File: config.mk
export PLATFORM = sky130hd
export DESIGN_NAME = serial2parallel
export DESIGN_NICKNAME = d
export VERILOG_FILES = /design/src/rtl/serial2parallel.sv
export SDC_FILE = /design/constraint.sdc
export NUM_CORES = 1
export LEC_CHECK = 0
export BUFFER_PORTS_ARGS = -buffer_cell sky130_fd_sc_hd__buf_2
export CAP_MARGIN = 30
export CORE_MARGIN = 10
export CORE_UTILIZATION = 25
export DETAILED_ROUTE_END_ITERATION = 10
export HOLD_SLACK_MARGIN = 0.08
export PLACE_DENSITY = 0.52
export SLEW_MARGIN = 20
export SYNTH_ARGS = -nofsm -noshare
export SYNTH_HDL_FRONTEND = slang
export SYNTH_SLANG_ARGS = --single-unit
File: constraint.sdc
create_clock -name clk -period 1.45 [get_ports clk]
set_input_delay 0.29 -clock clk [delete_from_list [all_inputs] [get_ports clk]]
set_output_delay 0.29 -clock clk [all_outputs]
set_load 0.05 [all_outputs]
File: src/rtl/serial2parallel.sv
// Serial-to-parallel receiver: captures an N-bit LSB-first frame framed by
// start/end strobes, presents it on q with a one-cycle valid, flags bad frames.
module serial2parallel #(
  parameter int N = 8
) (
  input  logic         clk,
  input  logic         reset,
  input  logic         d,
  input  logic         serial_start,
  input  logic         serial_end,
  output logic [N-1:0] q,
  output logic         valid,
  output logic         err,
  output logic         busy
);

  typedef enum logic {
    IDLE,
    RECV
  } state_t;

  localparam logic [3:0] LAST = 4'(N - 1);

  state_t         state_q;
  logic   [3:0]   cnt_q;
  logic   [N-1:0] shift_q;
  logic   [N-1:0] shift_d;
  logic   [N-1:0] q_q;
  logic           valid_q;
  logic           err_q;

  // Bits enter at the MSB and drift down; after N captures bit 0 sits at the
  // LSB, so every bit position is overwritten within one frame.
  assign shift_d = {d, shift_q[N-1:1]};

  // NOTE: all state uses non-blocking assignments so every register samples
  // pre-edge values; blocking here would create order-dependent simulation.
  always_ff @(posedge clk or negedge reset) begin
    if (!reset) begin
      state_q <= IDLE;
      cnt_q   <= '0;
      shift_q <= '0;
      q_q     <= '0;
      valid_q <= 1'b0;
      err_q   <= 1'b0;
    end else begin
      valid_q <= 1'b0;
      err_q   <= 1'b0;
      case (state_q)
        IDLE: begin
          if (serial_start) begin
            shift_q <= shift_d;
            cnt_q   <= 4'd1;
            state_q <= RECV;
          end else if (serial_end) begin
            err_q <= 1'b1;
          end
        end
        RECV: begin
          if (serial_start) begin
            // Restart: the aborted frame is reported, the new one begins now.
            err_q   <= 1'b1;
            shift_q <= shift_d;
            cnt_q   <= 4'd1;
          end else if (cnt_q < LAST) begin
            if (serial_end) begin
              err_q   <= 1'b1;
              cnt_q   <= '0;
              state_q <= IDLE;
            end else begin
              shift_q <= shift_d;
              cnt_q   <= cnt_q + 4'd1;
            end
          end else begin
            if (serial_end) begin
              q_q     <= shift_d;
              valid_q <= 1'b1;
            end else begin
              err_q <= 1'b1;
            end
            cnt_q   <= '0;
            state_q <= IDLE;
          end
        end
        default: state_q <= IDLE;
      endcase
    end
  end

  assign q     = q_q;
  assign valid = valid_q;
  assign err   = err_q;
  assign busy  = (state_q == RECV);

endmodule

---- Word level (Yosys, flattened, before mapping) ----
Index checks and enable logic that the tools add are counted.
storage, ports and cells
  output and inout port bits .............. 11
  flip-flop bits (word level) ............. 23
  word-level logic and storage cells ...... 39
cells by class
  reduce and logical (&&, ||, !) cells .... 2
  bitwise logic cells ..................... 3
  $add $sub $neg .......................... 1
  equal/unequal tests ..................... 3
  mux-type cells .......................... 23
  order comparisons ....................... 1
operators by type and width
  kind                                                    number
  two-way mux 8 bit                                       4
  two-way mux 4 bit                                       4
  one-hot mux 8 bit (2 select lines)                      1
  two-way mux 1 bit                                       11
  one-hot mux 4 bit (2 select lines)                      1
  adder 4 x 1 -> 4 bit (second input constant)            1
  < comparator 4 x 3 -> 1 bit (second input constant)     1
  one-hot mux 1 bit (2 select lines)                      2
  AND reduction 4 bit                                     1
  inequality test 3 x 2 -> 1 bit (second input constant)  1
  inequality test 3 bit (second input constant)           1
  NOT 1 bit                                               3
  AND reduction 3 bit                                     1
  inequality test 2 bit (second input constant)           1

---- Logic depth before layout (Yosys ltp) ----
Gate-level depths: netlist of the first run.
  depth in word-level cells ............... 5
  gate-level depth with buffers ........... 5
  depth with buffers taken out ............ 5

---- Worst setup path before layout of the first run ----
OpenSTA, ideal clock, no wires.
  path type ............................... reg2reg
  start point ............................. reg state_q (netlist: busy)
  end point ............................... reg q_q[7] (netlist: q[7])
  data arrival time ....................... 1.652 ns
  cell stages (with the launch flop) ...... 5
  required time ........................... 1.325 ns
  period minus slack after synthesis ...... 1.777 ns
  slack ................................... -0.327 ns
  path through ............................ dfrtp_1 > buf_6 > inv_2 > nor4_4 > mux2_2
between the ends
  longest elaborated chain between the ends .. 1
ends and longest elaborated chain
  what                           RTL line  source
  start, declared                24        state_t state_q;
  start signal, assigned         40        state_q <= IDLE;
  start signal, assigned         54        state_q <= RECV;
  start signal, assigned         69        state_q <= IDLE;
  AND reduction 4 bit (no line)  --
  end signal, assigned           76        q_q <= shift_d;
  end, declared                  28        logic [N-1:0] q_q;
Every way passes these cells.
A chain may end at the register's enable or synchronous reset.

---- Worst setup path in the final report of the first run ----
  start point ............................. reg cnt_q[0]
  end point ............................... reg err_q (netlist: err)
between the ends
  longest elaborated chain between the ends .. 4
ends and longest elaborated chain
  what                                RTL line  source
  start, declared                     25        logic [3:0] cnt_q;
  start signal, assigned              72        cnt_q <= cnt_q + 4'd1;
  < comparator 4 x 3 -> 1 bit         65        end else if (cnt_q < LAST) begin
  two-way mux 1 bit                   65
  two-way mux 1 bit                   60        if (serial_start) begin
  one-hot mux 1 bit (2 select lines)  49        case (state_q)
  end signal, assigned                48        err_q <= 1'b0;
  end signal, assigned                62        err_q <= 1'b1;
  end signal, assigned                67        err_q <= 1'b1;
  end, declared                       30        logic err_q;
Every way passes these cells.

==> run_summary.xml, run 1 <==
<?xml version="1.0" encoding="UTF-8"?>
<metrics>
  <group name="status">
    <metric name="run_status" unit="">finished clean</metric>
  </group>
  <group name="drt">
    <metric name="detailroute.via_count" unit="">615</metric>
    <metric name="postRouteWirelength" unit="mm">1.761</metric>
    <metric name="antenna_violating_nets_post_route" unit="">0</metric>
    <metric name="routed_wire_length_per_instance" unit="um">11.90</metric>
    <metric name="dr.first_iter.drc_count" unit="">22</metric>
    <metric name="first_drt_pass_iteration_count" unit="">4</metric>
    <metric name="routed_via_density" unit="">4.155</metric>
    <metric name="remaining_drc_errors" unit="">0</metric>
  </group>
  <group name="sta">
    <metric name="hold_violations" unit="">0</metric>
    <metric name="slew_headroom" unit="%">67.75</metric>
    <metric name="grt_setup_unrepaired" unit="">yes</metric>
    <metric name="timing_worst_slew_pin_value" unit="ps">483.7</metric>
    <metric name="skew" unit="ps">2.218</metric>
    <metric name="slew_viol_final" unit="">0</metric>
    <metric name="clock.fmax" unit="MHz">715.1</metric>
    <metric name="worst_hold_slack" unit="ps">287.4</metric>
    <metric name="tns" unit="ps">0</metric>
    <metric name="min_period_over_period" unit="%">96.44</metric>
    <metric name="period_minus_slack" unit="ps">1398</metric>
    <metric name="finalSetupViolCount" unit="">0</metric>
  </group>
  <group name="pwr">
    <metric name="peakVddDrop" unit="uV">343.6</metric>
    <metric name="leakage" unit="nW">0.6153</metric>
    <metric name="power_density" unit="nW/um2">1182</metric>
  </group>
  <group name="clock_tree">
    <metric name="tritoncts" unit="">built</metric>
    <metric name="buffers_from_clock_root_to_sink_at_most" unit="">2</metric>
    <metric name="root_buffer" unit="">sky130_fd_sc_hd__clkbuf_8</metric>
    <metric name="path_clk_slew" unit="ps">80</metric>
    <metric name="numCtsBuffers" unit="">3</metric>
    <metric name="clock_h_tree_levels" unit="">1</metric>
    <metric name="worst_skew_pair.late_latency" unit="ps">250</metric>
    <metric name="cts.sinks" unit="">22</metric>
  </group>
  <group name="placement">
    <metric name="dp_hpwl" unit="mm">1.328</metric>
    <metric name="buffer_ports.inserted" unit="">15</metric>
    <metric name="dp.cells" unit="">141</metric>
    <metric name="gp_congestion" unit="">0.8332</metric>
  </group>
  <group name="grt">
    <metric name="grt_overflow_total" unit="">0</metric>
    <metric name="global_route.usage.total" unit="%">6.233</metric>
    <metric name="antenna_found_initial" unit="">0</metric>
    <metric name="first_global_vias" unit="">687</metric>
    <metric name="first_pass_grt_wire_length" unit="mm">3.160</metric>
    <metric name="maximum_number_of_pins_on_one_net_before_global_route_repair" unit="">23</metric>
  </group>
  <group name="die">
    <metric name="io_pins" unit="">16</metric>
    <metric name="fp.dieArea" unit="um2">6631</metric>
    <metric name="total_core_area" unit="um2">3661</metric>
    <metric name="die_y" unit="um">81.43</metric>
    <metric name="num_rows" unit="">22</metric>
    <metric name="floorplan.initialDensity" unit="%">25.77</metric>
    <metric name="dieWidth" unit="um">81.43</metric>
  </group>
  <group name="synth">
    <metric name="ys.warnings.count" unit="">0</metric>
    <metric name="synth_top_cell_by_area" unit="">sky130_fd_sc_hd__dfrtp_1</metric>
    <metric name="synthDistinctLibCells" unit="">21</metric>
    <metric name="synth_edf_count" unit="">0</metric>
    <metric name="yosys_register_bits" unit="">22</metric>
    <metric name="synth_flop_cell" unit="">sky130_fd_sc_hd__dfrtp_1</metric>
    <metric name="post-synth-top-area-fraction" unit="%">58.36</metric>
    <metric name="postSynthCellCount" unit="">71</metric>
    <metric name="ys_top_cells_by_count" unit="">sky130_fd_sc_hd__dfrtp_1, sky130_fd_sc_hd__mux2_2, sky130_fd_sc_hd__nand2_1, sky130_fd_sc_hd__a21oi_1, sky130_fd_sc_hd__inv_1</metric>
    <metric name="synthMostInstantiatedCell" unit="">sky130_fd_sc_hd__dfrtp_1</metric>
    <metric name="synth.net_count" unit="">79</metric>
    <metric name="synth.area.top_cells" unit="">sky130_fd_sc_hd__dfrtp_1, sky130_fd_sc_hd__mux2_2, sky130_fd_sc_hd__ha_1, sky130_fd_sc_hd__nand2_1, sky130_fd_sc_hd__nor4_4</metric>
    <metric name="synthArstFlopShare" unit="%">100.0</metric>
    <metric name="syn_avg_cell_area" unit="um2">13.29</metric>
    <metric name="synth_sequential_area_ratio" unit="%">58.36</metric>
    <metric name="synth_area" unit="um2">943.4</metric>
  </group>
  <group name="final_layout">
    <metric name="num_antenna_cells" unit="">0</metric>
    <metric name="final_cell_count_no_fill" unit="">148</metric>
    <metric name="num-nets-final" unit="">109</metric>
    <metric name="final_layout_size_suffix_gt1_share" unit="%">51.00</metric>
    <metric name="synthToLayoutAreaGrowth" unit="%">32.23</metric>
  </group>
  <group name="job">
    <metric name="cap_violations" unit="">0</metric>
  </group>
  <group name="worst_hold_path">
    <metric name="worst_hold_path_type" unit="">primary input to register</metric>
  </group>
  <group name="setup_path">
    <metric name="critical_path_data_arrival_time" unit="ps">1540</metric>
    <metric name="timing.critical_path.to_type" unit="">register</metric>
    <metric name="worst_setup_path_start_kind" unit="">register</metric>
    <metric name="worst-path-max-fanout" unit="">3</metric>
    <metric name="ff2ff_setup_slack" unit="ps">50</metric>
    <metric name="crit_type" unit="">register to register</metric>
    <metric name="crit_required" unit="ps">1590</metric>
  </group>
</metrics>
-- cell type report --
cell class	count	area, um2
inverters	5	18.77
multi-input cells	42	370.4
repair buffers	27	175.2
flip-flops and latches	22	551.8
clock inverters	1	30.03
clock buffers	3	41.29
well taps	48	60.06
fillers	358	2414
-- layout by cell type, fill, tap and decap left out, drive strengths merged --
master | Yosys | routed
dlygate4sd3 | 0 | 1
and3 | 1 | 1
nand3 | 2 | 2
nand4 | 1 | 1
nor2b | 1 | 1
a21oi | 5 | 5
nor4 | 1 | 1
o21ai | 2 | 2
and3b | 1 | 1
a31oi | 2 | 2
clkbuf | 0 | 3
bufinv | 0 | 1
nand2 | 6 | 6
dfrtp | 22 | 22
ha | 3 | 3
nor2 | 1 | 1
buf | 2 | 26
inv | 5 | 5
mux2 | 15 | 15
o32ai | 1 | 1
-- critical path: stages, from the launching register on --
cell and delay (ps):
sky130_fd_sc_hd__dfrtp_1 410, sky130_fd_sc_hd__ha_4 180, sky130_fd_sc_hd__a21oi_2 210, sky130_fd_sc_hd__buf_4 150
sky130_fd_sc_hd__ha_1 210, sky130_fd_sc_hd__inv_1 50, sky130_fd_sc_hd__a31oi_1 70
-- registers in the layout, indices dropped and copies added, names as in the netlist --
signal and cells:
q 8, shift_q 7, cnt_q 4, busy 1
err 1, valid 1
-- logic make-up after synthesis --
group                    count (synthesis)  share of synthesized area, %
AND/OR/NAND/NOR                         14                         9.019
buffers and inverters                    7                         3.712
multiplexers                            15                         17.90
adder cells (fa/ha/maj)                  3                         3.979
flip-flops                              22                         58.36
AO/OA/AOI/OAI                           10                         7.030
-- path summary, 6_finish.rpt --
kind / to / from / cells past startpoint
worst min register to register: shift_q[1] / shift_q[1] / 1
worst min-delay path: shift_q[7] / d / 2
worst max register to register: err / cnt_q[0] / 6
max in group asynchronous: busy / reset / 2
min in group asynchronous: cnt_q[2] / reset / 2
worst max-delay path: err / cnt_q[0] / 6
-- layer usage --
metal	track usage, %	wire, um
met5	0	0
met3	1.747	99
met4	4.671	40
met2	9.163	769
met1	7.593	851
-- metrics by stage --
stage	setup slack (ps)	utilization (%)	power, mW	instance area, um2
after global placement	-5.716	30.90	0.9148	1131
after CTS	5.168	33.49	1.500	1226
after floorplan	-187.4	-	0.8517	944.7
after detailed placement	-33.43	30.90	0.9197	1131
after global routing	-25.23	34.07	1.563	1247
final	51.64	34.07	1.474	1247
-- timing repair --
| item | CTS | global route |
|---|---|---|
| hold buffers | 1 | 0 |
| pin swaps | 1 | 2 |
| endpoints found under the setup margin | 17 | 18 |
| hold endpoints to repair | 22 | 0 |
| buffers inserted | 1 | 1 |
| resized for setup | 2 | 2 |
-- report_power, final --
group	internal (mW)	leakage, nW	switching (mW)	total (mW)
combinational	0.0932	0.299	0.103	0.196
sequential	0.679	0.280	0.0441	0.723
clock	0.368	0.0357	0.187	0.555
(Power assumes the default switching activity.)
==> run 2, diff against run 1 <==
==> constraint.sdc (replaced) <==
create_clock -name clk -period 1.45 [get_ports clk]
set_input_delay 0.0725 -clock clk [delete_from_list [all_inputs] [get_ports clk]]
set_output_delay 0.0725 -clock clk [all_outputs]
set_load 0.05 [all_outputs]
==> run_summary.xml, run 2 (synthesized netlist as in run 1, its figures left out) <==
<?xml version="1.0" encoding="UTF-8"?>
<metrics>
  <group name="die">
    <metric name="die_y" unit="um">81.43</metric>
    <metric name="num_rows" unit="">22</metric>
    <metric name="total_core_area" unit="um2">3661</metric>
    <metric name="fp.dieArea" unit="um2">6631</metric>
    <metric name="io_pins" unit="">16</metric>
    <metric name="floorplan.initialDensity" unit="%">25.77</metric>
    <metric name="dieWidth" unit="um">81.43</metric>
  </group>
  <group name="drt">
    <metric name="postRouteWirelength" unit="mm">1.759</metric>
    <metric name="routed_wire_length_per_instance" unit="um">12.05</metric>
    <metric name="antenna_violating_nets_post_route" unit="">0</metric>
    <metric name="detailroute.via_count" unit="">592</metric>
    <metric name="dr.first_iter.drc_count" unit="">13</metric>
    <metric name="first_drt_pass_iteration_count" unit="">4</metric>
    <metric name="routed_via_density" unit="">4.055</metric>
    <metric name="remaining_drc_errors" unit="">0</metric>
  </group>
  <group name="clock_tree">
    <metric name="buffers_from_clock_root_to_sink_at_most" unit="">2</metric>
    <metric name="root_buffer" unit="">sky130_fd_sc_hd__clkbuf_8</metric>
    <metric name="cts.sinks" unit="">22</metric>
    <metric name="numCtsBuffers" unit="">3</metric>
    <metric name="worst_skew_pair.late_latency" unit="ps">260</metric>
    <metric name="clock_h_tree_levels" unit="">1</metric>
    <metric name="path_clk_slew" unit="ps">80</metric>
    <metric name="tritoncts" unit="">built</metric>
  </group>
  <group name="grt">
    <metric name="first_global_vias" unit="">624</metric>
    <metric name="first_pass_grt_wire_length" unit="mm">2.967</metric>
    <metric name="grt_overflow_total" unit="">0</metric>
    <metric name="global_route.usage.total" unit="%">5.828</metric>
    <metric name="antenna_found_initial" unit="">0</metric>
    <metric name="maximum_number_of_pins_on_one_net_before_global_route_repair" unit="">23</metric>
  </group>
  <group name="sta">
    <metric name="period_minus_slack" unit="ps">1443</metric>
    <metric name="tns" unit="ps">0</metric>
    <metric name="hold_violations" unit="">0</metric>
    <metric name="slew_viol_final" unit="">0</metric>
    <metric name="timing_worst_slew_pin_value" unit="ps">490.4</metric>
    <metric name="slew_headroom" unit="%">67.30</metric>
    <metric name="finalSetupViolCount" unit="">0</metric>
    <metric name="grt_setup_unrepaired" unit="">yes</metric>
    <metric name="clock.fmax" unit="MHz">693.0</metric>
    <metric name="skew" unit="ps">3.404</metric>
    <metric name="min_period_over_period" unit="%">99.52</metric>
  </group>
  <group name="job">
    <metric name="cap_violations" unit="">0</metric>
  </group>
  <group name="worst_hold_path">
    <metric name="worst_hold_path_type" unit="">primary input to register</metric>
    <metric name="hold_path_depth" unit="">2</metric>
    <metric name="hp-start" unit="">serial_start</metric>
    <metric name="min_to" unit="">cnt_q[2]</metric>
  </group>
  <group name="pwr">
    <metric name="power.total" unit="mW">1.478</metric>
    <metric name="peakVddDrop" unit="uV">410.0</metric>
    <metric name="power_density" unit="nW/um2">1179</metric>
    <metric name="leakage" unit="nW">0.6082</metric>
  </group>
  <group name="final_layout">
    <metric name="filler_cell_count" unit="">353</metric>
    <metric name="leading_cell_types_in_the_layout_fill_and_taps_excluded" unit="">sky130_fd_sc_hd__dfrtp_1, sky130_fd_sc_hd__mux2_2, sky130_fd_sc_hd__buf_2</metric>
    <metric name="max_ffs_per_register" unit="">8</metric>
    <metric name="synthToLayoutAreaGrowth" unit="%">32.89</metric>
    <metric name="final_layout_size_suffix_gt1_share" unit="%">50.00</metric>
    <metric name="layout.cells.most_common" unit="">sky130_fd_sc_hd__dfrtp_1</metric>
    <metric name="num-nets-final" unit="">107</metric>
    <metric name="num_antenna_cells" unit="">0</metric>
  </group>
  <group name="setup_path">
    <metric name="worstSetupStartpoint" unit="">cnt_q[0]</metric>
    <metric name="worst_setup_path_start_kind" unit="">register</metric>
    <metric name="timing.critical_path.to_type" unit="">register</metric>
    <metric name="crit_required" unit="ps">1590</metric>
    <metric name="crit-reg2reg-launch" unit="">cnt_q[0]</metric>
    <metric name="ff2ff_path_depth" unit="">5</metric>
    <metric name="critical-path-slowest-cell" unit="">sky130_fd_sc_hd__dfrtp_1</metric>
    <metric name="worst_path_largest_cell_delay" unit="ps">410</metric>
    <metric name="ff2ff_setup_slack" unit="ps">7</metric>
    <metric name="crit_type" unit="">register to register</metric>
    <metric name="cp_top_family" unit="">flip-flops</metric>
    <metric name="worst-path-max-fanout" unit="">8</metric>
    <metric name="cell_by_cell_listing_of_the_critical_path" unit="">ha_4, a21oi_4, nor4_4, buf_6, mux2_2</metric>
    <metric name="critical_path_buf_inv_count" unit="">1</metric>
    <metric name="regToRegEndpoint" unit="">q[4]</metric>
    <metric name="critical_path_data_arrival_time" unit="ps">1590</metric>
  </group>
  <group name="status">
    <metric name="run_status" unit="">finished clean</metric>
  </group>
  <group name="placement">
    <metric name="buffer_ports.inserted" unit="">15</metric>
    <metric name="dp_hpwl" unit="mm">1.270</metric>
    <metric name="gp_congestion" unit="">0.8311</metric>
  </group>
</metrics>
-- run 2: stage by stage --
| step | hold slack, ps | util, % | setup WS [ps] | instances | instance area (um2) |
|---|---|---|---|---|---|
| CTS | 93.63 | 33.63 | 10.33 | 146 | 1231 |
| detailed placement | 70.02 | 30.69 | -37.09 | 140 | 1124 |
| floorplan | -223.1 | - | -187.4 | 71 | 944.7 |
| global placement | 60.30 | 30.69 | -5.282 | 140 | 1124 |
| global route | 129.9 | 34.24 | -64.43 | 146 | 1254 |
| finish | 113.0 | 34.24 | 6.990 | 146 | 1254 |
-- run 2: worst register-to-register path: stages (launching register included) --
cell and delay (ps):
sky130_fd_sc_hd__dfrtp_1 410, sky130_fd_sc_hd__ha_4 190, sky130_fd_sc_hd__a21oi_4 70, sky130_fd_sc_hd__nor4_4 150, sky130_fd_sc_hd__buf_6 170, sky130_fd_sc_hd__mux2_2 340
-- run 2: area by class of cell --
cell class | instances | area (um2) | area share, %
clock buffers | 3 | 41.29 | 3.293
inverters | 5 | 18.77 | 1.497
clock inverters | 1 | 30.03 | 2.395
flip-flops and latches | 22 | 551.8 | 44.01
repair buffers | 25 | 162.7 | 12.97
multi-input cells | 42 | 389.1 | 31.04
well taps | 48 | 60.06 | 4.790
-- run 2: repair_timing --
action / 4_1_cts / 5_1_grt
pin swaps: 1 / 2
buffers inserted: 0 / 0
hold buffers: 2 / 0
resized for setup: 3 / 4
setup endpoints to repair: 17 / 17
hold endpoints to repair: 24 / 0
-- run 2: worst max-delay path by stage --
stage          depth (start not counted)  slack [ps]         end
3_3_place_gp                           5          -5  shift_q[6]
2_1_floorplan                          4        -190        q[7]
4_1_cts                                5          10  shift_q[6]
5_1_grt                                5         -60        q[6]
6_report                               5           7        q[4]
3_5_place_dp                           5         -40  shift_q[6]
-- run 2: power by group --
part	switching, mW	total [mW]	internal [mW]	leakage (nW)
clock	0.194	0.562	0.368	0.0357
sequential	0.0436	0.722	0.679	0.280
combinational	0.103	0.193	0.0900	0.292
-- run 2: layer usage --
metal  GRT usage, %  wire, um  vias to the layer above  share of wire, %
li1               -         -                      303                 -
met1          7.336       826                      273                47
met3          1.856       119                        2               6.8
met2          8.215       772                       14                44
met5              0         0                        -                 0
met4          4.152        40                        0               2.3
